**src/rtl/mem_arb_pkg.sv**
```systemverilog
// Shared definitions for the data-memory arbiter: owner encoding, data segment base and
// default RAM depth.
package mem_arb_pkg;

    // Identifies which master owned the RAM on the last granted cycle.
    typedef enum logic {
        OWN_CPU = 1'b0,
        OWN_DBG = 1'b1
    } owner_e;

    localparam logic [31:0] DATA_BASE_ADDR    = 32'h1001_0000;
    localparam int unsigned DEFAULT_MEM_DEPTH = 256;

endpackage

```
**src/rtl/arb_rr2.sv**
```systemverilog
// Two-request round-robin picker. Bit 0 is the CPU, bit 1 is the debug port.
// When both request, the one that did not own the RAM last wins.
module arb_rr2
    import mem_arb_pkg::*;
(
    input  logic [1:0] req_i,
    input  owner_e     last_owner_i,
    output logic [1:0] grant_o
);

    // Single requester wins outright; contention goes to the non-last owner.
    always_comb begin
        grant_o = 2'b00;
        case (req_i)
            2'b01:   grant_o = 2'b01;
            2'b10:   grant_o = 2'b10;
            2'b11:   grant_o = (last_owner_i == OWN_DBG) ? 2'b01 : 2'b10;
            default: grant_o = 2'b00;
        endcase
    end

endmodule

```
**src/rtl/data_mem_arbiter.sv**
```systemverilog
// Shares the single-port data RAM between the CPU load/store path and a debug/loader port.
// One owner per cycle, two-way round-robin; the CPU is stalled while it loses.
// Optional feature: define MEM_ARB_ERR_EN to suppress out-of-range or misaligned accesses
// and raise a sticky err_o.
module data_mem_arbiter
    import mem_arb_pkg::*;
#(
    parameter int unsigned           DATA_WIDTH = 32,
    parameter int unsigned           ADDR_WIDTH = 32,
    parameter logic [ADDR_WIDTH-1:0] BASE_ADDR  = ADDR_WIDTH'(DATA_BASE_ADDR),
    parameter int unsigned           MEM_DEPTH  = DEFAULT_MEM_DEPTH
) (
    input  logic                  clk,
    input  logic                  reset,
    input  logic                  cpu_req_i,
    input  logic                  cpu_we_i,
    input  logic [ADDR_WIDTH-1:0] cpu_addr_i,
    input  logic [DATA_WIDTH-1:0] cpu_wdata_i,
    output logic [DATA_WIDTH-1:0] cpu_rdata_o,
    output logic                  cpu_stall_o,
    input  logic                  dbg_req_i,
    input  logic                  dbg_we_i,
    input  logic [ADDR_WIDTH-1:0] dbg_addr_i,
    input  logic [DATA_WIDTH-1:0] dbg_wdata_i,
    output logic [DATA_WIDTH-1:0] dbg_rdata_o,
    output logic                  dbg_ack_o,
    output logic [ADDR_WIDTH-1:0] mem_addr_o,
    output logic [DATA_WIDTH-1:0] mem_wdata_o,
    output logic                  mem_write_o,
    output logic                  mem_read_o,
    input  logic [DATA_WIDTH-1:0] mem_rdata_i,
    output logic                  err_o
);

    owner_e                last_owner_q, last_owner_d;
    logic                  dbg_ack_q;
    logic [DATA_WIDTH-1:0] dbg_rdata_q;
    logic [1:0]            grant;
    logic                  cpu_grant, dbg_grant, any_grant;
    logic                  sel_we;
    logic [ADDR_WIDTH-1:0] sel_offset;
    logic                  access_bad;

    arb_rr2 u_arb_rr2 (
        .req_i       ({dbg_req_i, cpu_req_i}),
        .last_owner_i(last_owner_q),
        .grant_o     (grant)
    );

    assign cpu_grant = grant[0];
    assign dbg_grant = grant[1];
    assign any_grant = cpu_grant | dbg_grant;

    // Route the granted master's address, data and direction to the RAM.
    always_comb begin
        sel_we      = cpu_we_i;
        sel_offset  = cpu_addr_i - BASE_ADDR;
        mem_wdata_o = cpu_wdata_i;
        if (dbg_grant) begin
            sel_we      = dbg_we_i;
            sel_offset  = dbg_addr_i - BASE_ADDR;
            mem_wdata_o = dbg_wdata_i;
        end
    end

    assign mem_addr_o = sel_offset;

`ifdef MEM_ARB_ERR_EN
    localparam logic [ADDR_WIDTH-1:0] RangeLimit = ADDR_WIDTH'(MEM_DEPTH * 4);

    logic err_q;

    // Out-of-range or non-word-aligned accesses are acknowledged but never reach the RAM.
    always_comb begin
        access_bad = any_grant && ((sel_offset >= RangeLimit) || (sel_offset[1:0] != 2'b00));
    end

    // Sticky error flag, cleared only by reset.
    always_ff @(posedge clk or negedge reset) begin
        if (!reset) begin
            err_q <= 1'b0;
        end else if (access_bad) begin
            err_q <= 1'b1;
        end
    end

    assign err_o = err_q;
`else
    assign access_bad = 1'b0;
    assign err_o      = 1'b0;
`endif

    // Strobes are also gated by reset so nothing is issued while it is held low.
    always_comb begin
        mem_write_o = 1'b0;
        mem_read_o  = 1'b0;
        if (any_grant && !access_bad && reset) begin
            mem_write_o = sel_we;
            mem_read_o  = ~sel_we;
        end
    end

    assign cpu_stall_o = cpu_req_i & ~cpu_grant;
    assign cpu_rdata_o = (cpu_grant && access_bad) ? '0 : mem_rdata_i;

    // Ownership only moves on a granted cycle; idle cycles keep the history.
    always_comb begin
        last_owner_d = last_owner_q;
        if (dbg_grant) begin
            last_owner_d = OWN_DBG;
        end else if (cpu_grant) begin
            last_owner_d = OWN_CPU;
        end
    end

    // Arbitration history and the debug ack/read-data registers.
    always_ff @(posedge clk or negedge reset) begin
        if (!reset) begin
            last_owner_q <= OWN_DBG;
            dbg_ack_q    <= 1'b0;
            dbg_rdata_q  <= '0;
        end else begin
            last_owner_q <= last_owner_d;
            dbg_ack_q    <= dbg_grant;
            if (dbg_grant && !dbg_we_i) begin
                dbg_rdata_q <= access_bad ? '0 : mem_rdata_i;
            end
        end
    end

    assign dbg_ack_o   = dbg_ack_q;
    assign dbg_rdata_o = dbg_rdata_q;

endmodule

```
**config.mk**
```make
export PLATFORM = sky130hd
export DESIGN_NAME = data_mem_arbiter
export DESIGN_NICKNAME = d
export VERILOG_FILES = /design/src/rtl/mem_arb_pkg.sv /design/src/rtl/arb_rr2.sv /design/src/rtl/data_mem_arbiter.sv
export SDC_FILE = /design/constraint.sdc
export NUM_CORES = 1
export LEC_CHECK = 0
export ABC_AREA = 0
export CORE_AREA = 2 2 115 117
export DETAILED_ROUTE_END_ITERATION = 8
export DIE_AREA = 0 0 117 119
export PLACE_DENSITY_LB_ADDON = 0.08
export RECOVER_POWER = 25
export SYNTH_ARGS = -nofsm -noshare
export SYNTH_HDL_FRONTEND = slang
export SYNTH_SLANG_ARGS = --single-unit
```
**constraint.sdc**
```tcl
create_clock -name clk -period 3.1 [get_ports clk]
set_input_delay 0.465 -clock clk [delete_from_list [all_inputs] [get_ports clk]]
set_output_delay 0.465 -clock clk [all_outputs]
set_load 0.1 [all_outputs]
```
==> flow_summary.yaml <==
placed_design:
  portBuffers: 297
  hpwl_um: 10400
  placed_cells: 804
  place_congestion: 0.803
sta:
  finalClockSkew_ns: 0.00291
  setup_ws_ns: -0.000559
  finalSetupViolations: 1
  slew_headroom_pct: -19.9
  hold-worst-slack_ns: 0.503
  max_freq_mhz: 323
  finalHoldViolCount: 0
  worst-slew-pin-transition_ns: 1.80
  finalCriticalPeriod_ns: 3.10
  finalCritPeriodShare_pct: 100
  maxSlewViolCount: 35
  rsz0062_at_grt: "true"
drt:
  vias: 3420
  dr.pass1.iters: 4
  drc: 0
  drt_iter0_drc: 126
  ant_nets: 0
  avgViaCountPerCell: 4.19
  wire_per_inst_um: 15.1
  drt_wl_total_um: 12300
setup_path:
  path_cells: "a21bo_4 > mux2i_4 > ha_4 > nor2b_4 > nand2_2 > or4_4 > xor2_2 > mux2i_4 > buf_12"
  cp_common_cell: "mux2i_4"
  worstSetupStartpointType: "flop"
  arrival_ns: 2.64
  crit_type: "flop to primary output"
  slowest_delay_ns: 0.54
  slowest_stage: "dfstp_2"
  cp_max_fo: 4
  critPathCaptureType: "primary output"
  cp.required_ns: 2.63
clocking:
  clk-insertion-delay-late_ns: 0.27
  htreeDepth: 2
  numCtsBuffers: 5
  root_buffer: "clkbuf_16"
  path_clk_slew_ns: 0.05
  cts_buffer_depth: 2
  cts_tree: "yes"
  cts_sinks: 34
synth:
  yosysMostFrequentCell: "nand2_1"
  async_flop_share_pct: 100
  synth_edf_count: 0
  avgSynthCellArea_um2: 7.89
  syn-cell-area_um2: 2820
  yosys-top-cells-count: "153 x nand2_1, 34 x buf_4, 33 x dfrtp_1, 33 x mux2_2, 12 x mux2i_1"
  synth_seq_cells: 34
  synth_top_area_share_pct: 29.3
  seq_area_frac_synth_pct: 30.3
  synth_top_area_cell: "dfrtp_1"
  ys_types: 40
  synth.area.top_cells: "dfrtp_1 29%, nand2_1 20%, mux2_2 13%, buf_4 9.1%, mux2i_1 4.3%"
  netlist_instances: 357
  synth_ff_type: "dfrtp_1"
  synth_fp_nets: 524
  ys_warn_count: 0
grt:
  antenna_found_initial: 1
  grt_pass1_vias: 3333
  grt.overflow.total: 0
  grt_max_degree: 56
  gr-usage-all-layers_pct: 16.5
  grt_first_pass_wirelength_um: 17900
die:
  die_area_um2: 13900
  io_pins: 299
  die_x_um: 117
  core_um2: 12900
  die_y_um: 119
  initial_core_util_pct: 21.9
  rows: 42
status:
  status: "finished, violations left"
  violations: "max-capacitance violations, max-slew violations, negative setup slack"
pwr:
  leakage_nw: 2.96
  p_seq_share_pct: 15.1
  vdd_drop_max_mv: 0.306
  cellPowerDensity_nw_per_um2: 573
  combPwrFrac_pct: 72.6
  swShare_pct: 56.2
  power_switching_mw: 2.16
  power.internal_mw: 1.68
  clock_power_share_pct: 12.4
  finalPower_mw: 3.84
final_layout:
  final-seq-area_um2: 852
  final_cells: 817
  drive_gt1_share_pct: 33.6
  nets: 806
  finish.utilization_pct: 52.0
  syn2layout_area_growth_pct: 138
  nFillCells: 1224
  multi_input_area_um2: 1830
hold_path:
  worst_hold_path_type: "flop to flop"
job:
  cap_violations: 1
## placed cells by master, fill, tap and decap left out, types with 2 or more instances in the layout
cell type / count
buf_12: 68
buf_4: 76
clkbuf_1: 16
clkbuf_16: 5
clkdlybuf4s50_1: 162
dfrtp_1: 33
dlygate4sd2_1: 2
inv_1: 2
mux2_2: 33
mux2i_1: 6
mux2i_2: 2
mux2i_4: 5
nand2_1: 153
nand3_1: 2
nand3b_1: 2
nand4_1: 2
nand4b_1: 2
nor2_1: 7
nor3_1: 9
nor4_1: 4
nor4_4: 2
xnor2_1: 8
xnor2_2: 2
xor2_1: 5
xor2_2: 2
xor2_4: 3
## per-layer routing
layer	wire length [um]	part of all wire (%)	vias up	global-route usage, %
met5	0	0	-	0
met4	284	2.3	0	4.26
met3	1050	8.5	14	4.07
met2	6610	54	157	31.8
met1	4390	36	1548	17.3
li1	-	-	1701	-
## final timing paths
| kind | startpoint | to | slack, ns | cells after the start |
|---|---|---|---|---|
| max | last_owner_q | mem_addr_o[26] | -0.0006 | 9 |
| min | dbg_rdata_o[29] | dbg_rdata_o[29] | 0.50 | 1 |
| max reg2reg | last_owner_q | dbg_rdata_o[5] | 1.28 | 5 |
| min reg2reg | dbg_rdata_o[29] | dbg_rdata_o[29] | 0.50 | 1 |
| max in group asynchronous | reset | dbg_rdata_o[5] | 1.22 | 2 |
| min in group asynchronous | reset | dbg_rdata_o[14] | 0.83 | 2 |
## through the flow
| stage | TNS [ns] | setup WS (ns) | area [um2] |
|---|---|---|---|
| 2_1_floorplan | -2.49 | -0.617 | 3000 |
| 3_3_place_gp | -1.09 | -0.328 | 6520 |
| 3_5_place_dp | -1.19 | -0.327 | 6520 |
| 4_1_cts | -0.127 | -0.127 | 6720 |
| 5_1_grt | -0.257 | -0.0931 | 6700 |
| 6_report | -0.000559 | -0.000559 | 6700 |
## state kept, by name (all words and copies together) (netlist names)
| name | count |
|---|---|
| last_owner_q | 1 |
| dbg_ack_o | 1 |
| dbg_rdata_o | 32 |
## worst max-delay path: cells and delay by family, from the launching register on
family | cells | cell delay (ns)
xor+xnor | 1 | 0.17
buf+inv | 1 | 0.19
flops | 1 | 0.54
mux | 2 | 0.44
simple gates | 3 | 0.66
fa+ha+maj | 1 | 0.16
compound gates | 1 | 0.18
## what timing repair did
item | in CTS | in global routing
buffers inserted | 2 | 2
hold buffers | 0 | 0
hold endpoints to repair | 0 | 0
endpoints found under the setup margin | 5 | 7
pin swaps | 4 | 3
gates resized for setup | 10 | 2
## power groups by stage
stage | logic [mW] | clock network (mW) | registers, mW
6_report | 2.79 | 0.475 | 0.579
5_1_grt | 2.86 | 0.516 | 0.589
4_1_cts | 2.83 | 0.494 | 0.581
3_5_place_dp | 2.81 | 0 | 0.589
3_3_place_gp | 2.81 | 0 | 0.585
2_1_floorplan | 1.22 | 0 | 1.24
## area by class of cell
| cell class | count | share of cell area [%] |
|---|---|---|
| diodes | 1 | 0.0374 |
| clock buffers | 6 | 1.92 |
| clock inverters | 2 | 0.206 |
| inverters | 3 | 0.168 |
| multi-input cells | 271 | 27.3 |
| flip-flops and latches | 34 | 12.7 |
| well taps | 176 | 3.29 |
| repair buffers | 324 | 54.3 |
## kinds of logic (layout without fill, tap and decap cells)
| kind of cell | count (synthesis) | after routing | synth area share, % |
|---|---|---|---|
| xor gates and xnor gates | 20 | 20 | 6.22 |
| muxes | 46 | 46 | 17.9 |
| AOI/OAI and AO/OA | 12 | 12 | 2.98 |
| and+or+nand+nor | 191 | 191 | 29.5 |
| adders and majority gates | 1 | 1 | 0.444 |
| other | 1 | 2 | 0.133 |
| buffers and inverters | 52 | 335 | 12.6 |
| DFF | 34 | 34 | 30.3 |
Power figures use the tool's default switching activity.
